[config.mk]
export PLATFORM = sky130hd
export DESIGN_NAME = multicycle_ctrl
export DESIGN_NICKNAME = d
export VERILOG_FILES = /design/src/rtl/riscv_pkg.sv /design/src/rtl/ctrl_out_decode.sv /design/src/rtl/multicycle_ctrl.sv
export SDC_FILE = /design/constraint.sdc
export NUM_CORES = 1
export LEC_CHECK = 0
export ABC_AREA = 1
export CAP_MARGIN = 10
export CORE_MARGIN = 2
export CORE_UTILIZATION = 41
export CTS_BUF_LIST = sky130_fd_sc_hd__clkbuf_4
export DETAILED_ROUTE_END_ITERATION = 8
export GPL_TIMING_DRIVEN = 0
export PLACE_DENSITY = 0.79
export SYNTH_ARGS = -nofsm -noshare
export SYNTH_HDL_FRONTEND = slang
export SYNTH_SLANG_ARGS = --single-unit
export TNS_END_PERCENT = 1
[constraint.sdc]
create_clock -name clk -period 1.3 [get_ports clk]
set_input_delay 0.26 -clock clk [delete_from_list [all_inputs] [get_ports clk]]
set_output_delay 0.26 -clock clk [all_outputs]
set_load 0.02 [all_outputs]
[src/rtl/riscv_pkg.sv]
// Shared definitions for the multicycle RV32I control path: FSM states,
// opcodes, ALU operation codes and datapath mux-select encodings.
package riscv_pkg;

    typedef enum logic [3:0] {
        S_FETCH   = 4'd0,
        S_DECODE  = 4'd1,
        S_MEMADR  = 4'd2,
        S_MEMRD   = 4'd3,
        S_MEMWB   = 4'd4,
        S_MEMWR   = 4'd5,
        S_EXECR   = 4'd6,
        S_EXECI   = 4'd7,
        S_ALUWB   = 4'd8,
        S_BEQ     = 4'd9,
        S_JAL     = 4'd10,
        S_ILLEGAL = 4'd11
    } state_e;

    localparam logic [6:0] OP_LOAD   = 7'b0000011;
    localparam logic [6:0] OP_STORE  = 7'b0100011;
    localparam logic [6:0] OP_R      = 7'b0110011;
    localparam logic [6:0] OP_I      = 7'b0010011;
    localparam logic [6:0] OP_BRANCH = 7'b1100011;
    localparam logic [6:0] OP_JAL    = 7'b1101111;

    localparam logic [1:0] ALUOP_ADD   = 2'b00;
    localparam logic [1:0] ALUOP_SUB   = 2'b01;
    localparam logic [1:0] ALUOP_FUNCT = 2'b10;

    localparam logic       ADR_PC      = 1'b0;
    localparam logic       ADR_ALUOUT  = 1'b1;
    localparam logic [1:0] SRCA_PC     = 2'b00;
    localparam logic [1:0] SRCA_OLDPC  = 2'b01;
    localparam logic [1:0] SRCA_RS1    = 2'b10;
    localparam logic [1:0] SRCB_RS2    = 2'b00;
    localparam logic [1:0] SRCB_IMM    = 2'b01;
    localparam logic [1:0] SRCB_FOUR   = 2'b10;
    localparam logic [1:0] RES_ALUOUT  = 2'b00;
    localparam logic [1:0] RES_MEM     = 2'b01;
    localparam logic [1:0] RES_ALU     = 2'b10;

    // Successor of DECODE for a given opcode; unknown opcodes trap.
    function automatic state_e decode_next(input logic [6:0] op);
        state_e nxt;
        case (op)
            OP_LOAD, OP_STORE: nxt = S_MEMADR;
            OP_R:              nxt = S_EXECR;
            OP_I:              nxt = S_EXECI;
            OP_BRANCH:         nxt = S_BEQ;
            OP_JAL:            nxt = S_JAL;
            default:           nxt = S_ILLEGAL;
        endcase
        return nxt;
    endfunction

endpackage

[src/rtl/ctrl_out_decode.sv]
// Combinational output decode of the multicycle control FSM. All outputs are
// forced to zero while `active` (tied to rst_n) is low.
module ctrl_out_decode
    import riscv_pkg::*;
(
    input  state_e      state,
    input  logic        zero,
    input  logic        mem_ready,
    input  logic        active,
    output logic        pc_write,
    output logic        ir_write,
    output logic        reg_write,
    output logic        mem_read,
    output logic        mem_write,
    output logic        adr_src,
    output logic [1:0]  alu_src_a,
    output logic [1:0]  alu_src_b,
    output logic [1:0]  result_src,
    output logic [1:0]  alu_op,
    output logic        instr_done,
    output logic        illegal_instr
);

    logic       pc_write_s, ir_write_s, reg_write_s, mem_read_s, mem_write_s;
    logic       adr_src_s, instr_done_s, illegal_s;
    logic [1:0] src_a_s, src_b_s, result_src_s, alu_op_s;

    // Per-state output table; only BEQ's pc_write and the ready-dependent
    // strobes look past the state register.
    always_comb begin
        pc_write_s   = 1'b0;
        ir_write_s   = 1'b0;
        reg_write_s  = 1'b0;
        mem_read_s   = 1'b0;
        mem_write_s  = 1'b0;
        adr_src_s    = ADR_PC;
        src_a_s      = SRCA_PC;
        src_b_s      = SRCB_RS2;
        result_src_s = RES_ALUOUT;
        alu_op_s     = ALUOP_ADD;
        instr_done_s = 1'b0;
        illegal_s    = 1'b0;
        case (state)
            S_FETCH: begin
                mem_read_s = 1'b1;
                if (mem_ready) begin
                    ir_write_s   = 1'b1;
                    pc_write_s   = 1'b1;
                    src_b_s      = SRCB_FOUR;
                    result_src_s = RES_ALU;
                end else begin
                    ir_write_s   = 1'b0;
                end
            end
            S_DECODE: begin
                src_a_s = SRCA_OLDPC;
                src_b_s = SRCB_IMM;
            end
            S_MEMADR: begin
                src_a_s = SRCA_RS1;
                src_b_s = SRCB_IMM;
            end
            S_MEMRD: begin
                adr_src_s  = ADR_ALUOUT;
                mem_read_s = 1'b1;
            end
            S_MEMWB: begin
                result_src_s = RES_MEM;
                reg_write_s  = 1'b1;
                instr_done_s = 1'b1;
            end
            S_MEMWR: begin
                adr_src_s    = ADR_ALUOUT;
                mem_write_s  = 1'b1;
                instr_done_s = mem_ready;
            end
            S_EXECR: begin
                src_a_s  = SRCA_RS1;
                alu_op_s = ALUOP_FUNCT;
            end
            S_EXECI: begin
                src_a_s  = SRCA_RS1;
                src_b_s  = SRCB_IMM;
                alu_op_s = ALUOP_FUNCT;
            end
            S_ALUWB: begin
                reg_write_s  = 1'b1;
                instr_done_s = 1'b1;
            end
            S_BEQ: begin
                src_a_s      = SRCA_RS1;
                alu_op_s     = ALUOP_SUB;
                pc_write_s   = zero;
                instr_done_s = 1'b1;
            end
            S_JAL: begin
                src_a_s    = SRCA_OLDPC;
                src_b_s    = SRCB_FOUR;
                pc_write_s = 1'b1;
            end
            S_ILLEGAL: begin
                illegal_s = 1'b1;
            end
            default: begin
                illegal_s = 1'b0;
            end
        endcase
    end

    assign pc_write      = pc_write_s   & active;
    assign ir_write      = ir_write_s   & active;
    assign reg_write     = reg_write_s  & active;
    assign mem_read      = mem_read_s   & active;
    assign mem_write     = mem_write_s  & active;
    assign adr_src       = adr_src_s    & active;
    assign instr_done    = instr_done_s & active;
    assign illegal_instr = illegal_s    & active;
    assign alu_src_a     = active ? src_a_s      : 2'b00;
    assign alu_src_b     = active ? src_b_s      : 2'b00;
    assign result_src    = active ? result_src_s : 2'b00;
    assign alu_op        = active ? alu_op_s     : 2'b00;

endmodule

[src/rtl/multicycle_ctrl.sv]
// Main control FSM of the multicycle RV32I core: state register and
// next-state logic; output decode lives in ctrl_out_decode.
module multicycle_ctrl
    import riscv_pkg::*;
(
    input  logic        clk,
    input  logic        rst_n,
    input  logic [6:0]  opcode,
    input  logic        zero,
    input  logic        mem_ready,
    output logic        pc_write,
    output logic        ir_write,
    output logic        reg_write,
    output logic        mem_read,
    output logic        mem_write,
    output logic        adr_src,
    output logic [1:0]  alu_src_a,
    output logic [1:0]  alu_src_b,
    output logic [1:0]  result_src,
    output logic [1:0]  alu_op,
    output logic        instr_done,
    output logic        illegal_instr
);

    state_e state_q, state_d;

    // Next-state logic; memory states stall until mem_ready.
    always_comb begin
        state_d = state_q;
        case (state_q)
            S_FETCH:   state_d = mem_ready ? S_DECODE : S_FETCH;
            S_DECODE:  state_d = decode_next(opcode);
            S_MEMADR:  state_d = (opcode == OP_LOAD) ? S_MEMRD : S_MEMWR;
            S_MEMRD:   state_d = mem_ready ? S_MEMWB : S_MEMRD;
            S_MEMWB:   state_d = S_FETCH;
            S_MEMWR:   state_d = mem_ready ? S_FETCH : S_MEMWR;
            S_EXECR:   state_d = S_ALUWB;
            S_EXECI:   state_d = S_ALUWB;
            S_ALUWB:   state_d = S_FETCH;
            S_BEQ:     state_d = S_FETCH;
            S_JAL:     state_d = S_ALUWB;
            S_ILLEGAL: state_d = S_ILLEGAL;
            default:   state_d = S_FETCH;
        endcase
    end

    // State register.
    always_ff @(posedge clk or negedge rst_n) begin
        if (!rst_n) begin
            state_q <= S_FETCH;
        end else begin
            state_q <= state_d;
        end
    end

    ctrl_out_decode u_out (
        .state         (state_q),
        .zero          (zero),
        .mem_ready     (mem_ready),
        .active        (rst_n),
        .pc_write      (pc_write),
        .ir_write      (ir_write),
        .reg_write     (reg_write),
        .mem_read      (mem_read),
        .mem_write     (mem_write),
        .adr_src       (adr_src),
        .alu_src_a     (alu_src_a),
        .alu_src_b     (alu_src_b),
        .result_src    (result_src),
        .alu_op        (alu_op),
        .instr_done    (instr_done),
        .illegal_instr (illegal_instr)
    );

endmodule

==> impl_metrics.yaml, run 1 <==
outcome:
  status: "complete, but fails checks"
  violations: "negative setup slack"
timing:
  finalClockSkew_ns: 0.000558
  setup_ws_ns: -0.397
  fmax_mhz: 589
  worstMarginPinSlew_ns: 0.236
  relSlewSlack_pct: 84.2
  timing.hold.ws_ns: 0.562
  final_max_slew_viol_count: 0
  min_period_ns: 1.70
  tns_ns: -4.61
  post-route-period-util_pct: 131
  setup_viol: 16
  finalHoldViolations: 0
  rsz0062_at_grt: "true"
drt:
  wl_per_cell_um: 12.9
  wl_um: 1880
  routed-via-count: 769
  drcViolationCount: 0
  final_antenna_net_count: 0
  viasPerCell: 5.27
  drt-initial-drc-count: 12
  drtPass1Iterations: 4
floorplan:
  rows: 13
  ios: 27
  dieArea_sq_mm: 0.00163
  core_area_sq_mm: 0.00127
  die_x_um: 40.4
  start_util_pct: 42.9
  die_h_um: 40.4
clock_tree:
  cts_tree: "yes"
  root_buffer: "clkbuf_4"
  clk-insertion-delay-late_ns: 0.23
  clk_pin_slew_ns: 0.04
  cts_max_path_buffers: 2
  h-tree-depth: 1
  cts_buffers: 3
  clock_sinks: 4
finish:
  n_antenna_cell: 0
  layout_commonest_cell: "nand2_1"
  mostFrequentLayoutCells: "20 x nand2_1, 19 x buf_4, 10 x inv_1, 10 x nor2_1, 9 x clkdlybuf4s50_1"
  nets: 144
  largest_reg_flops: 4
  area_growth_pct: 76.6
  regMostFlops: "state_q"
  drive_gt1_share_pct: 48.1
  largest_registers: "state_q (4)"
pwr:
  ir_drop_v: 0.00142
  p_leak_nw: 0.478
  power_density_mw_per_mm2: 1850
synth:
  synth-seq-area-share_pct: 18.4
  synth_edf_count: 0
  synth_cell_type_count: 24
  async_reset_ff_share_pct: 100
  synth-seq-cells: 4
  syn_nets: 107
  synth_area_sq_um: 544
  syn_inst: 96
  synth_ff_type: "dfrtp_1"
  syn_area_per_cell_sq_um: 5.67
  synth_top_cell_area_share_pct: 18.4
  synth_area_leaders: "dfrtp_1 18%, nand2_1 18%, inv_1 10%"
  synth_area_leader_cell: "dfrtp_1"
  ys_warn_count: 0
global_routing:
  grt_pass1_vias: 674
  antenna_found_initial: 0
  grt_first_pass_wirelength_um: 2730
  grt_overflow: 0
  grt_usage_pct: 24.9
  grt_max_degree: 11
placement:
  io_buffers: 26
  hpwl_um: 1190
  gp_congestion: 0.837
setup_path:
  crit_path_start_kind: "flip-flop"
  crit_path_frequent_cell: "nand2_2"
  critPathKind: "reg -> out"
  endpoint_kind: "primary output"
  cp_top_family: "flip-flops"
  crit_slowest_cell: "dfrtp_2"
  critPathRequiredTime_ns: 1.04
  cp_data_arrival_time_ns: 1.44
  worst-path-max-fanout: 6
  crit_buf_inv: 3
  cp_cell_sequence: "inv_2, nor2_4, nand2_2, clkinv_2, nand2_2, a31oi_2, buf_4"
  slowest_delay_ns: 0.47
hold_path:
  hold_path.class: "in -> async"
job:
  maxCapViolCount: 0
==> routing by layer <==
metal / GRT usage [%] / up-vias / routed length, um
li1: - / 384 / -
met5: 0 / - / 0
met1: 26.0 / 360 / 793
met2: 49.6 / 23 / 1020
met4: 5.00 / 0 / 14
met3: 5.00 / 2 / 55
==> area by class of cell <==
| type | count | area (sq um) |
|---|---|---|
| sequential | 4 | 105 |
| buffer | 1 | 5.00 |
| timing repair buffer | 32 | 277 |
| tap | 15 | 18.8 |
| inverter | 17 | 72.6 |
| clock buffer | 3 | 22.5 |
| fill | 98 | 308 |
| multi-input combinational | 74 | 460 |
==> path summary, 6_finish.rpt <==
check	startpoint	end	slack (ns)	depth (start not counted)
worst min register to register	state_q[1]$_DFF_PN0_	state_q[3]$_DFF_PN0_	0.71	1
max in group asynchronous	rst_n	state_q[0]$_DFF_PN0_	0.55	2
worst max register to register	state_q[1]$_DFF_PN0_	state_q[0]$_DFF_PN0_	0.08	6
worst max-delay path	state_q[0]$_DFF_PN0_	instr_done	-0.40	7
min in group clk	state_q[1]$_DFF_PN0_	state_q[3]$_DFF_PN0_	0.71	1
worst min-delay path	rst_n	state_q[2]$_DFF_PN0_	0.56	2
==> logic make-up after synthesis <==
logic type / after synthesis / share of synthesized area, %
AND/OR/NAND/NOR: 62 / 53.1
AO/OA/AOI/OAI: 12 / 15.9
flip-flops: 4 / 18.4
buffers and inverters: 18 / 12.6
==> cells in the mapped netlist, types with 2 or more instances <==
cell,n
a21oi_1,4
dfrtp_1,4
inv_1,15
nand2_1,26
nand2_2,3
nand3_1,9
nand4_1,2
nor2_1,13
nor2_2,4
nor2_4,2
==> through the flow <==
| stage | area, sq um | utilization, % | power, mW | std cells | setup WS (ns) |
|---|---|---|---|---|---|
| global route | 961 | 75.7 | 1.90 | 146 | -0.455 |
| global placement | 843 | 66.5 | 1.28 | 137 | -1.05 |
| detailed placement | 843 | 66.5 | 1.29 | 137 | -1.11 |
| CTS | 908 | 71.6 | 1.61 | 145 | -0.312 |
| finish | 961 | 75.7 | 1.78 | 146 | -0.397 |
| floorplan | 564 | - | 0.935 | 96 | -0.0717 |
==> repair_timing <==
action,in CTS,in global routing
endpoints found under the setup margin,16,17
hold buffers,1,0
pin swaps,4,1
hold endpoints to repair,4,0
resized for setup,102,14
buffers inserted,4,1
==> power by group <==
part	switching (mW)	internal (mW)	total, mW	leakage [nW]
sequential	0.159	0.188	0.347	0.0459
combinational	0.754	0.527	1.28	0.418
clock	0.0480	0.103	0.151	0.0138
Note: power is estimated with default switching activity, not from simulation.
==> run 2, diff against run 1 <==
- CORE_MARGIN: 2 -> unset
==> run 2 against run 1 <==
Net effect: the flow still finishes with violations (negative setup slack); sequential share of layout area down 0.071 points; sequential power down 6.6%; critical path depth down 2; combinational power up 6%.
==> impl_metrics.yaml, run 2 (synthesis results as in run 1) <==
global_routing:
  antenna_found_initial: 0
  grt_max_degree: 11
  grt_overflow: 0
  grt_first_pass_wirelength_um: 2890
  grt_usage_pct: 28.6
  grt_pass1_vias: 683
setup_path:
  worst-path-max-fanout: 7
  endpoint_kind: "primary output"
  cp_data_arrival_time_ns: 1.43
  crit_buf_inv: 2
  crit_path_start_kind: "flip-flop"
  critPathRequiredTime_ns: 1.04
  crit_slowest_cell: "dfrtp_2"
  critPathKind: "reg -> out"
  cp_top_family: "flip-flops"
  cp_cell_sequence: "buf_4, nor2_4, nand3_4, a31oi_2, buf_4"
  slowest_delay_ns: 0.47
  crit_path_frequent_cell: "buf_4"
drt:
  wl_um: 1880
  viasPerCell: 5.28
  drcViolationCount: 0
  drtPass1Iterations: 4
  drt-initial-drc-count: 16
  wl_per_cell_um: 12.8
  final_antenna_net_count: 0
  routed-via-count: 776
clock_tree:
  cts_tree: "yes"
  cts_buffers: 3
  h-tree-depth: 1
  cts_max_path_buffers: 2
  clock_sinks: 4
  clk_pin_slew_ns: 0.04
  clk-insertion-delay-late_ns: 0.24
  root_buffer: "clkbuf_4"
placement:
  hpwl_um: 1210
  gp_congestion: 0.801
  io_buffers: 26
timing:
  relSlewSlack_pct: 82.3
  worstMarginPinSlew_ns: 0.265
  finalHoldViolations: 0
  rsz0062_at_grt: "true"
  min_period_ns: 1.69
  post-route-period-util_pct: 130
  setup_ws_ns: -0.387
  finalClockSkew_ns: 0.000499
  timing.hold.ws_ns: 0.534
  final_max_slew_viol_count: 0
  fmax_mhz: 593
  setup_viol: 16
finish:
  n_antenna_cell: 0
  regMostFlops: "state_q"
  mostFrequentLayoutCells: "20 x nand2_1, 20 x buf_4, 12 x nor2_1"
  fin_util_pct: 82.6
  largest_reg_flops: 4
  drive_gt1_share_pct: 46.6
  nets: 146
  largest_registers: "state_q (4)"
  area_growth_pct: 77.7
hold_path:
  hold_path.class: "in -> async"
pwr:
  ir_drop_v: 0.00118
  power_density_mw_per_mm2: 1910
  p_leak_nw: 0.489
job:
  maxCapViolCount: 0
floorplan:
  dieArea_sq_mm: 0.00148
  die_x_um: 38.4
  ios: 27
  core_area_sq_mm: 0.00117
  die_h_um: 38.4
  rows: 12
  start_util_pct: 46.5
outcome:
  status: "complete, but fails checks"
  violations: "negative setup slack"
-- run 2: repair_timing --
item | 4_1_cts | 5_1_grt
buffers inserted | 5 | 2
pin swaps | 5 | 5
resized for setup | 103 | 7
hold buffers | 1 | 0
endpoints found under the setup margin | 16 | 16
endpoints found under the hold margin | 4 | 0
-- run 2: worst paths after layout --
path,from,to,slack (ns),cells after the start
worst min-delay path,rst_n,state_q[3]$_DFF_PN0_,0.53,2
worst max-delay path,state_q[1]$_DFF_PN0_,pc_write,-0.39,5
worst min register to register,state_q[1]$_DFF_PN0_,state_q[3]$_DFF_PN0_,0.66,1
worst max register to register,state_q[0]$_DFF_PN0_,state_q[3]$_DFF_PN0_,0.06,5
max in group asynchronous,rst_n,state_q[0]$_DFF_PN0_,0.57,2
min in group clk,state_q[1]$_DFF_PN0_,state_q[3]$_DFF_PN0_,0.66,1
-- run 2: final cells by class --
cell class,count,area [sq um]
buffer,1,5.00
multi-input combinational,74,464
fill,77,204
tap,14,17.5
clock buffer,3,22.5
sequential,4,105
timing repair buffer,34,283
inverter,17,70.1
-- run 2: layer usage --
metal  GRT usage, %  vias up  share of wire [%]
met3           6.98        2                4.0
met1           32.5      363                 42
li1               -      385                  -
met5              0        -                  0
met2           53.4       26                 54
met4           5.17        0               0.21
-- run 2: power breakdown --
part           internal, mW  total, mW  switching [mW]
sequential            0.188      0.324           0.136
combinational         0.578       1.36           0.785
clock                 0.104      0.161          0.0577
-- run 2: through the flow --
| step | power [mW] | cell area [sq um] | setup WS [ns] | instances | TNS, ns |
|---|---|---|---|---|---|
| after floorplan | 0.935 | 564 | -0.0717 | 96 | -0.502 |
| after global placement | 1.28 | 842 | -1.07 | 136 | -15.08 |
| after detailed placement | 1.29 | 842 | -1.09 | 136 | -15.48 |
| after CTS | 1.67 | 928 | -0.327 | 145 | -4.13 |
| after global routing | 1.96 | 967 | -0.427 | 147 | -5.62 |
| final | 1.85 | 967 | -0.387 | 147 | -4.83 |
==> run 3, diff against run 2 <==
- HOLD_SLACK_MARGIN: unset -> 0.03
==> results of run 3 <==
No change in the layout: final DEF, timing and power equal those of run 2.
